### src/rtl/tlul_sram_responder.sv
// TL-UL device-side responder: accepts A-channel requests, drives a
// req/gnt/rvalid SRAM port and returns in-order D-channel responses.
//
// Ports:
//   clk_i, rst_ni     clock, synchronous active-low reset
//   tl_i / tl_o       TL-UL host-to-device / device-to-host bundles
//   req_o, gnt_i      SRAM request / grant (consumed on req_o & gnt_i)
//   we_o, addr_o      write enable, word address
//   wdata_o, wmask_o  write data, per-bit write mask (0 for reads)
//   rdata_i, rvalid_i read data and its in-order valid pulse
//   rerror_i          uncorrectable read error, qualified by rvalid_i

package tlul_pkg;

    localparam logic [2:0] PutFullData    = 3'd0;
    localparam logic [2:0] PutPartialData = 3'd1;
    localparam logic [2:0] Get            = 3'd4;
    localparam logic [2:0] AccessAck      = 3'd0;
    localparam logic [2:0] AccessAckData  = 3'd1;

    typedef struct packed {
        logic        a_valid;
        logic [2:0]  a_opcode;
        logic [2:0]  a_param;
        logic [1:0]  a_size;
        logic [7:0]  a_source;
        logic [31:0] a_address;
        logic [3:0]  a_mask;
        logic [31:0] a_data;
        logic [15:0] a_user;
        logic        d_ready;
    } tl_h2d_t;

    typedef struct packed {
        logic        d_valid;
        logic [2:0]  d_opcode;
        logic [2:0]  d_param;
        logic [1:0]  d_size;
        logic [7:0]  d_source;
        logic        d_sink;
        logic [31:0] d_data;
        logic [15:0] d_user;
        logic        d_error;
        logic        a_ready;
    } tl_d2h_t;

endpackage

module tlul_sram_responder
    import tlul_pkg::*;
#(
    parameter int SramAw      = 12,
    parameter int Outstanding = 2
) (
    input  logic              clk_i,
    input  logic              rst_ni,
    input  tl_h2d_t           tl_i,
    output tl_d2h_t           tl_o,
    output logic              req_o,
    input  logic              gnt_i,
    output logic              we_o,
    output logic [SramAw-1:0] addr_o,
    output logic [31:0]       wdata_o,
    output logic [31:0]       wmask_o,
    input  logic [31:0]       rdata_i,
    input  logic              rvalid_i,
    input  logic              rerror_i
);

    localparam int PtrW = (Outstanding > 1) ? $clog2(Outstanding) : 1;
    localparam int CntW = $clog2(Outstanding + 1);
    localparam logic [PtrW-1:0] LastPtr = PtrW'(Outstanding - 1);
    localparam logic [CntW-1:0] MaxCnt  = CntW'(Outstanding);

    typedef struct packed {
        logic       is_read;
        logic       err;
        logic [1:0] size;
        logic [7:0] source;
    } meta_t;

    typedef struct packed {
        logic [31:0] data;
        logic        rerr;
    } rd_t;

    // ---------------- request check ----------------
    logic [3:0] lanes;
    logic       op_ok;
    logic       size_ok;
    logic       align_ok;
    logic       mask_ok;
    logic       full_ok;
    logic       a_err;
    logic       is_get;

    always_comb begin
        lanes    = 4'b0000;
        align_ok = 1'b1;
        unique case (tl_i.a_size)
            2'd0: lanes = 4'b0001 << tl_i.a_address[1:0];
            2'd1: begin
                lanes    = tl_i.a_address[1] ? 4'b1100 : 4'b0011;
                align_ok = ~tl_i.a_address[0];
            end
            2'd2: begin
                lanes    = 4'b1111;
                align_ok = (tl_i.a_address[1:0] == 2'b00);
            end
            default: lanes = 4'b0000;
        endcase
    end

    assign is_get  = (tl_i.a_opcode == Get);
    assign op_ok   = is_get
                   | (tl_i.a_opcode == PutFullData)
                   | (tl_i.a_opcode == PutPartialData);
    assign size_ok = (tl_i.a_size != 2'd3);
    assign mask_ok = ((tl_i.a_mask & ~lanes) == 4'b0000);
    assign full_ok = (tl_i.a_opcode != PutFullData)
                   | ((tl_i.a_mask & lanes) == lanes);
    assign a_err   = ~(op_ok & size_ok & align_ok
                     & mask_ok & full_ok);

    // ---------------- state ----------------
    meta_t          meta_q [Outstanding];
    rd_t            rd_q   [Outstanding];
    logic [PtrW-1:0] m_wptr, m_rptr;
    logic [PtrW-1:0] r_wptr, r_rptr;
    logic [CntW-1:0] count;
    logic [CntW-1:0] rcnt;
    logic [CntW-1:0] pend_rd;
    // Set once a read has been granted since reset; stale rvalids
    // from before a reset arrive with this clear and are dropped.
    logic            armed;

    // ---------------- accept path ----------------
    logic room;
    logic a_ready;
    logic accept;
    logic gnt_rd;

    assign room    = (count < MaxCnt);
    assign req_o   = rst_ni & tl_i.a_valid & room & ~a_err;
    assign a_ready = rst_ni & room & (a_err | gnt_i);
    assign accept  = tl_i.a_valid & a_ready;
    assign gnt_rd  = req_o & gnt_i & is_get;

    assign we_o    = ~is_get;
    assign addr_o  = tl_i.a_address[SramAw+1:2];
    assign wdata_o = tl_i.a_data;
    assign wmask_o = is_get ? 32'h0 : {{8{tl_i.a_mask[3]}},
                                       {8{tl_i.a_mask[2]}},
                                       {8{tl_i.a_mask[1]}},
                                       {8{tl_i.a_mask[0]}}};

    // ---------------- response path ----------------
    meta_t head;
    rd_t   rhead;
    logic  d_valid;
    logic  pop;
    logic  pop_rd;
    logic  rpush;
    logic  good_rd;

    assign head    = meta_q[m_rptr];
    assign rhead   = rd_q[r_rptr];
    assign d_valid = rst_ni & (count != '0)
                   & (~head.is_read | head.err | (rcnt != '0));
    assign pop     = d_valid & tl_i.d_ready;
    assign pop_rd  = pop & head.is_read & ~head.err;
    assign rpush   = rvalid_i & (pend_rd != '0);
    assign good_rd = head.is_read & ~head.err;

    always_comb begin
        tl_o          = '0;
        tl_o.a_ready  = a_ready;
        tl_o.d_valid  = d_valid;
        tl_o.d_opcode = head.is_read ? AccessAckData : AccessAck;
        tl_o.d_size   = head.size;
        tl_o.d_source = head.source;
        tl_o.d_data   = (good_rd & ~rhead.rerr) ? rhead.data : 32'h0;
        tl_o.d_error  = head.err | (good_rd & rhead.rerr);
    end

    // ---------------- sequential ----------------
    always_ff @(posedge clk_i) begin
        if (!rst_ni) begin
            m_wptr  <= '0;
            m_rptr  <= '0;
            r_wptr  <= '0;
            r_rptr  <= '0;
            count   <= '0;
            rcnt    <= '0;
            pend_rd <= '0;
            armed   <= 1'b0;
        end else begin
            if (accept)
                m_wptr <= (m_wptr == LastPtr) ? '0 : m_wptr + 1'b1;
            if (pop)
                m_rptr <= (m_rptr == LastPtr) ? '0 : m_rptr + 1'b1;
            if (rpush)
                r_wptr <= (r_wptr == LastPtr) ? '0 : r_wptr + 1'b1;
            if (pop_rd)
                r_rptr <= (r_rptr == LastPtr) ? '0 : r_rptr + 1'b1;

            unique case ({accept, pop})
                2'b10:   count <= count + 1'b1;
                2'b01:   count <= count - 1'b1;
                default: count <= count;
            endcase

            unique case ({rpush, pop_rd})
                2'b10:   rcnt <= rcnt + 1'b1;
                2'b01:   rcnt <= rcnt - 1'b1;
                default: rcnt <= rcnt;
            endcase

            unique case ({gnt_rd, rpush})
                2'b10:   pend_rd <= pend_rd + 1'b1;
                2'b01:   pend_rd <= pend_rd - 1'b1;
                default: pend_rd <= pend_rd;
            endcase

            if (gnt_rd)
                armed <= 1'b1;
        end
    end

    always_ff @(posedge clk_i) begin
        if (accept)
            meta_q[m_wptr] <= '{is_read: is_get,
                                err:     a_err,
                                size:    tl_i.a_size,
                                source:  tl_i.a_source};
        if (rpush)
            rd_q[r_wptr] <= '{data: rdata_i, rerr: rerror_i};
    end

    logic unused_bits;
    assign unused_bits = ^{tl_i.a_param, tl_i.a_user,
                           tl_i.a_address[31:SramAw+2]};

    rvalid_needs_read: assert property (
        @(posedge clk_i) disable iff (!rst_ni)
        (rvalid_i && armed) |-> (pend_rd != '0)
    );

endmodule

### config.mk
export PLATFORM = sky130hd
export DESIGN_NAME = tlul_sram_responder
export DESIGN_NICKNAME = d
export VERILOG_FILES = /design/src/rtl/tlul_sram_responder.sv
export SDC_FILE = /design/constraint.sdc
export NUM_CORES = 1
export LEC_CHECK = 0
export CAP_MARGIN = 10
export CELL_PAD_IN_SITES_DETAIL_PLACEMENT = 1
export CELL_PAD_IN_SITES_GLOBAL_PLACEMENT = 1
export CORE_UTILIZATION = 29
export CTS_BUF_LIST = sky130_fd_sc_hd__clkbuf_2
export CTS_CLUSTER_DIAMETER = 50
export DETAILED_ROUTE_END_ITERATION = 6
export GPL_TIMING_DRIVEN = 0
export PLACE_DENSITY_LB_ADDON = 0.3
export SYNTH_ARGS = -nofsm -noshare
export SYNTH_HDL_FRONTEND = slang
export SYNTH_SLANG_ARGS = --single-unit
export TNS_END_PERCENT = 100
### constraint.sdc
create_clock -name clk_i -period 4.2 [get_ports clk_i]
set_input_delay 0.84 -clock clk_i [delete_from_list [all_inputs] [get_ports clk_i]]
set_output_delay 0.84 -clock clk_i [all_outputs]
set_load 0.005 [all_outputs]
==> flow_summary.ini, run 1 <==
[outcome]
status = finished clean

[global_routing]
grtUsageTotal_pct = 13.18
grt_use_met1_pct = 14.98
grt_max_degree = 30
use_met3_pct = 5.134
gr-total-overflow = 0
antenna_found_initial = 1
grt_pass1_vias = 3688
use_met2_pct = 22.75
grt_pass1_wl_um = 18100
top_usage_layer = met2

[clock_tree]
clk_pin_slew_ns = 0.24
clock_latency_ns = 0.59
numCtsBuffers = 9
h-tree-depth = 3
cts.sinks = 102
cts-root-buf = clkbuf_2
cts_tree = built
clock_path_buffers = 2

[synth]
synth_cells = 387
ys_types = 36
synth_common_cells = 96 x buf_4, 90 x edfxtp_1, 45 x nor2_1
synth.top_cells.by_area = edfxtp_1 55%, buf_4 15%, mux2i_1 6.7%
yosysSeqAreaShare_pct = 59.50
yosys_warnings = 0
ys.flop_type = edfxtp_1
synth_top_area_cell = edfxtp_1
synth-edff-count = 90
async_flop_share_pct = 0
synth_top_area_share_pct = 54.64
yosys_register_bits = 102
avgSynthCellArea_um2 = 12.78
synth_most_common_cell = buf_4
synthesis.area_um2 = 4946

[layout]
fin_nets = 751
multi_input_area_um2 = 1404
layout-drive-gt1-share_pct = 24.10
area_delta_synth_final_pct = 50.80
fin_util_pct = 44.82
seq_area_um2 = 2943
design_area_um2 = 7458
nFillCells = 1797

[critical_path]
path_cells = dlygate4sd2_1, inv_1, ha_2, a211oi_2, nor2_1, nor4_2, nor4_4, or2_4, nor2_1, clkdlybuf4s50_1
arrival_ns = 3.23
cp-end-kind = output port
cp_slowest_cell = clkdlybuf4s50_1
reg2reg_to = pend_rd[1]$_SDFFE_PN0P_
start_kind = input pin
crit_type = input pin to output port
worstReg2RegStart = pend_rd[0]$_SDFFE_PN0P_
crit_top_cell = nor2_1
max_stage_delay_ns = 0.54
crit_required_ns = 3.36
rr_worst_depth = 5
path_max_fanout = 5
ff2ff_setup_slack_ns = 1.99
critPathTopFamily = simple AND/OR/NAND/NOR gates
path_buf_inv = 3

[floorplanning]
rows = 47
coreArea_um2 = 16640
initial_core_util_pct = 29.72
ios = 285
die_area_um2 = 17580
die_w_um = 132.6
fp.dieH_um = 132.6

[placement]
port_buffers = 181
placed_cell_area_um2 = 7199
place_congestion = 0.7688
dp.final_hpwl_um = 8986

[timing]
tightest_slew_ns = 0.9016
tns_ns = 0
setup_violations = 0
max_freq_ghz = 0.2456
slew_violations = 0
hold_viol = 0
period_share_pct = 96.96
fin_crit_ns = 4.072
slew_headroom_pct = 39.26
whs_ns = 0.5096
finClkSkew_ns = 0.04216
rsz0062_at_grt = false

[worst_hold_path]
min_path_type = register to register
holdPathStages = 2
min_from = pend_rd[1]$_SDFFE_PN0P_
min_to = pend_rd[1]$_SDFFE_PN0P_

[pwr]
p_total_w = 0.002098
leakagePower_nw = 2.709
ir_drop_mv = 0.1251
p_per_area_nw_per_um2 = 281.4

[detailed_routing]
drt_wl_total_um = 11650
drc = 0
ant_nets = 0
routedWlPerCell_um = 14.02
detail_route.first_pass.iterations = 4
drt-initial-drc-count = 84
routed-via-count = 3438
via_per_inst = 4.137

[run]
drv_cap = 0
==> layout make-up <==
cell class	instances	share of cell area (%)
Antenna cell	1	0.03355
Buffer	105	10.12
Clock buffer	9	0.6039
Clock inverter	7	1.694
Inverter	7	0.3523
Multi-Input combinational cell	194	18.82
Sequential cell	102	39.46
Tap cell	220	3.691
Timing Repair Buffer	186	25.23
==> how the worst max path moves through the flow <==
stage | end | slack, ns | start | cells past startpoint
after floorplan | meta_q[1][0]$_DFFE_PP_ | 0.82 | tl_i[93] | 8
after detailed placement | tl_o[0] | -0.43 | tl_i[93] | 11
final | req_o | 0.13 | tl_i[94] | 10
after global placement | meta_q[1][5]$_DFFE_PP_ | -0.48 | tl_i[93] | 9
after global routing | req_o | 0.004 | tl_i[94] | 10
after CTS | wmask_o[31] | 0.09 | tl_i[100] | 5
==> metrics by stage <==
stage	setup slack, ns	instances
floorplan	0.8200	408
global placement	-0.4768	809
detailed placement	-0.4289	813
CTS	0.09261	830
global route	0.004207	831
finish	0.1277	831
==> cell usage in the layout, fill, tap and decap left out, types with 2 or more instances in the layout <==
cell,n
nor2_4,2
mux2i_1,33
nand2_1,4
dfxtp_1,12
ha_2,2
nor3_2,2
nor3b_1,2
nand2b_1,2
nor3b_2,2
and2_1,7
nor2_1,43
o211ai_1,2
a21boi_0,3
xor2_1,2
xnor2_1,8
inv_1,6
or3_1,4
ha_1,4
nor4_4,2
clkbuf_1,5
clkdlybuf4s50_1,178
inv_6,2
a21oi_1,6
edfxtp_1,90
buf_1,4
clkbuf_2,9
buf_6,2
o21ai_0,8
bufinv_16,3
a21oi_2,2
nor2b_1,7
conb_1,22
dlygate4sd2_1,2
mux2_2,12
buf_12,2
buf_4,97
==> sequential cells by signal, indices dropped and copies added, names as in the netlist, named ones only <==
register / flops
rcnt: 2
r_rptr: 1
count: 2
pend_rd: 2
meta_q: 24
m_rptr: 1
r_wptr: 1
rd_q: 66
m_wptr: 1
==> per-layer routing <==
| metal | part of all wire [%] | vias up | routed length, um |
|---|---|---|---|
| met3 | 8.3 | 13 | 972 |
| met2 | 50 | 128 | 5828 |
| met1 | 41 | 1626 | 4741 |
| met4 | 0.94 | 0 | 109 |
| li1 | - | 1671 | - |
| met5 | 0 | - | 0 |
==> worst reg2reg max path, stage by stage, from the launching register on <==
cell      delay, ns
dfxtp_1        0.39
o21ai_0        0.73
inv_1          0.15
ha_1           0.37
or3_1          0.38
a21boi_0       0.15
==> repair_timing <==
action | in CTS | in global routing
hold buffers | 0 | 0
buffers inserted | 1 | 0
pin swaps | 4 | 2
resized for setup | 12 | 6
endpoints found under the setup margin | 2 | 30
==> power by group <==
part / switching (W) / internal (W)
logic: 0.000120 / 0.000242
clock network: 0.000343 / 0.000265
registers: 0.00000937 / 0.00112
==> cell families after synthesis <==
family                     count (synthesis)  synth area share [%]
adders and majority gates                  7                 1.771
AOI/OAI and AO/OA                         28                 3.618
and+or+nand+nor                           82                 8.070
other                                      1               0.07582
buffers and inverters                    112                 15.79
muxes                                     45                 9.411
DFF                                      102                 59.50
xor gates and xnor gates                  10                 1.771
(Power assumes the default switching activity.)
==> inputs of run 2 (changes only) <==
--- a/config.mk
+++ b/config.mk
@@ -5,7 +5,6 @@
 export SDC_FILE = /design/constraint.sdc
 export NUM_CORES = 1
 export LEC_CHECK = 0
-export CAP_MARGIN = 10
 export CELL_PAD_IN_SITES_DETAIL_PLACEMENT = 1
 export CELL_PAD_IN_SITES_GLOBAL_PLACEMENT = 1
 export CORE_UTILIZATION = 29
@@ -13,6 +12,7 @@
 export CTS_CLUSTER_DIAMETER = 50
 export DETAILED_ROUTE_END_ITERATION = 6
 export GPL_TIMING_DRIVEN = 0
+export MAX_ROUTING_LAYER = met4
 export PLACE_DENSITY_LB_ADDON = 0.3
 export SYNTH_ARGS = -nofsm -noshare
 export SYNTH_HDL_FRONTEND = slang
==> run 2 against run 1 <==
Non-clock buffer count unchanged. Maximum frequency about the same. Sequential share of layout area unchanged. Cell area unchanged. Critical path depth unchanged. Clock skew about the same. Cell count unchanged. Setup slack about the same. Sequential power about the same. Clock power about the same. Utilization unchanged. Highest routed layer unchanged.
==> flow_summary.ini, run 2 (synthesized netlist as in run 1, its figures left out) <==
[run]
drv_cap = 0

[critical_path]
rr_worst_depth = 5
cp_slowest_cell = clkdlybuf4s50_1
path_cells = dlygate4sd2_1, inv_1, ha_2, a211oi_2, nor2_1, nor4_2, nor4_4, or2_4, nor2_1, clkdlybuf4s50_1
arrival_ns = 3.23
crit_required_ns = 3.36
path_depth = 10
critPathTopFamily = simple AND/OR/NAND/NOR gates
start_kind = input pin
path_buf_inv = 3
max_stage_delay_ns = 0.54
cp-end-kind = output port
crit_top_cell = nor2_1
path_max_fanout = 5
crit_type = input pin to output port

[timing]
fin_crit_ns = 4.072
setup_violations = 0
slew_headroom_pct = 39.28
slew_violations = 0
max_freq_ghz = 0.2456
finClkSkew_ns = 0.04185
rsz0062_at_grt = false
tightest_slew_ns = 0.9013
period_share_pct = 96.95
hold_viol = 0

[layout]
fin_util_pct = 44.82
area_delta_synth_final_pct = 50.80
layout-drive-gt1-share_pct = 24.10
fin_nets = 751
top_regs = rd_q: 66 flops, meta_q: 24 flops
nFillCells = 1797
final_common_cell = clkdlybuf4s50_1
final_cell_mix = 178 x clkdlybuf4s50_1, 97 x buf_4, 90 x edfxtp_1
largest_reg_flops = 66
top_register = rd_q

[clock_tree]
cts-root-buf = clkbuf_2
clk_pin_slew_ns = 0.25
h-tree-depth = 3
cts_tree = built
numCtsBuffers = 9
clock_latency_ns = 0.60
clock_path_buffers = 2
cts.sinks = 102

[pwr]
p_sw_share_pct = 22.55
ir_drop_mv = 0.1251
leakagePower_nw = 2.709
internal-power_w = 0.001627
clockPowerShare_pct = 29.0
p_sw_w = 0.0004737
seqPwrFrac_pct = 53.8
p_total_w = 0.002100
p_per_area_nw_per_um2 = 281.6
pwr-share-comb_pct = 17.2

[global_routing]
grt_use_met1_pct = 15.62
grt_pass1_wl_um = 18090
grt_pass1_vias = 3688
antenna_found_initial = 1
grtUsageTotal_pct = 13.59
use_met3_pct = 4.138
gr-total-overflow = 0
top_usage_layer = met2
use_met2_pct = 22.75
grt_max_degree = 30

[detailed_routing]
via_per_inst = 4.138
drc = 0
ant_nets = 0
detail_route.first_pass.iterations = 4
drt_wl_total_um = 11660
routed-via-count = 3439
routedWlPerCell_um = 14.03
drt-initial-drc-count = 80

[worst_hold_path]
holdPathStages = 2
min_path_type = register to register

[placement]
dp.final_hpwl_um = 8986
place_congestion = 0.7790
port_buffers = 181

[floorplanning]
die_w_um = 132.6
coreArea_um2 = 16640
rows = 47
initial_core_util_pct = 29.72
fp.dieH_um = 132.6
die_area_um2 = 17580
ios = 285

[outcome]
status = finished clean
-- run 2: cell type report --
class,count,area (um2),share of cell area (%)
flip-flops and latches,102,2943,39.46
plain buffers,105,754.5,10.12
diodes,1,2.502,0.03355
clock inverters,7,126.4,1.694
well taps,220,275.3,3.691
clock buffers,9,45.04,0.6039
inverters,7,26.28,0.3523
repair buffers,186,1882,25.23
multi-input cells,194,1404,18.82
-- run 2: tightest hold or removal path, stage by stage, from the launching register on --
cell and delay (ns):
dfxtp_1 0.37, o21ai_0 0.06, a21boi_0 0.07
-- run 2: path summary, 6_finish.rpt --
path / start / to / slack (ns)
setup / recovery: tl_i[94] / req_o / 0.13
hold / removal: pend_rd[1]$_SDFFE_PN0P_ / pend_rd[1]$_SDFFE_PN0P_ / 0.51
setup reg to reg: pend_rd[0]$_SDFFE_PN0P_ / pend_rd[1]$_SDFFE_PN0P_ / 1.99
hold reg to reg: pend_rd[1]$_SDFFE_PN0P_ / pend_rd[1]$_SDFFE_PN0P_ / 0.51
-- run 2: metrics by stage --
step                      area, um2  instances  hold slack [ns]  TNS [ns]  worst slack, ns
after floorplan                5025        408           0.4610         0           0.8200
after global placement         7112        809           0.4740    -15.91          -0.4768
after detailed placement       7199        813           0.4862   -0.5183          -0.4289
after CTS                      7427        830           0.5134         0          0.09261
after global routing           7458        831           0.5507         0         0.004208
final                          7458        831           0.5096         0           0.1280
-- run 2: routing by layer --
| layer | share of wire (%) | up-vias |
|---|---|---|
| met5 | 0 | - |
| li1 | - | 1669 |
| met3 | 6.8 | 15 |
| met4 | 1.1 | 0 |
| met1 | 42 | 1625 |
| met2 | 50 | 130 |
-- run 2: power groups by stage --
stage | Clock [W] | Sequential (W) | Combinational [W]
after global routing | 0.000667 | 0.00113 | 0.000389
final | 0.000609 | 0.00113 | 0.000361
after CTS | 0.000636 | 0.00113 | 0.000362
after detailed placement | 0 | 0.00115 | 0.000354
after global placement | 0 | 0.00115 | 0.000341
after floorplan | 0 | 0.00115 | 0.000152
-- run 2: timing repair --
item                                    in CTS  in global routing
endpoints found under the setup margin       2                 30
hold buffers                                 0                  0
gates resized for setup                     12                  6
pin swaps                                    4                  2
setup buffers                                1                  0
==> inputs of run 3 (changes only) <==
--- a/config.mk
+++ b/config.mk
@@ -5,6 +5,7 @@
 export SDC_FILE = /design/constraint.sdc
 export NUM_CORES = 1
 export LEC_CHECK = 0
+export ABC_CLOCK_PERIOD_IN_PS = 4200
 export CELL_PAD_IN_SITES_DETAIL_PLACEMENT = 1
 export CELL_PAD_IN_SITES_GLOBAL_PLACEMENT = 1
 export CORE_UTILIZATION = 29
==> results of run 3 <==
The final DEF is identical to that of run 2; final timing and power are the same.
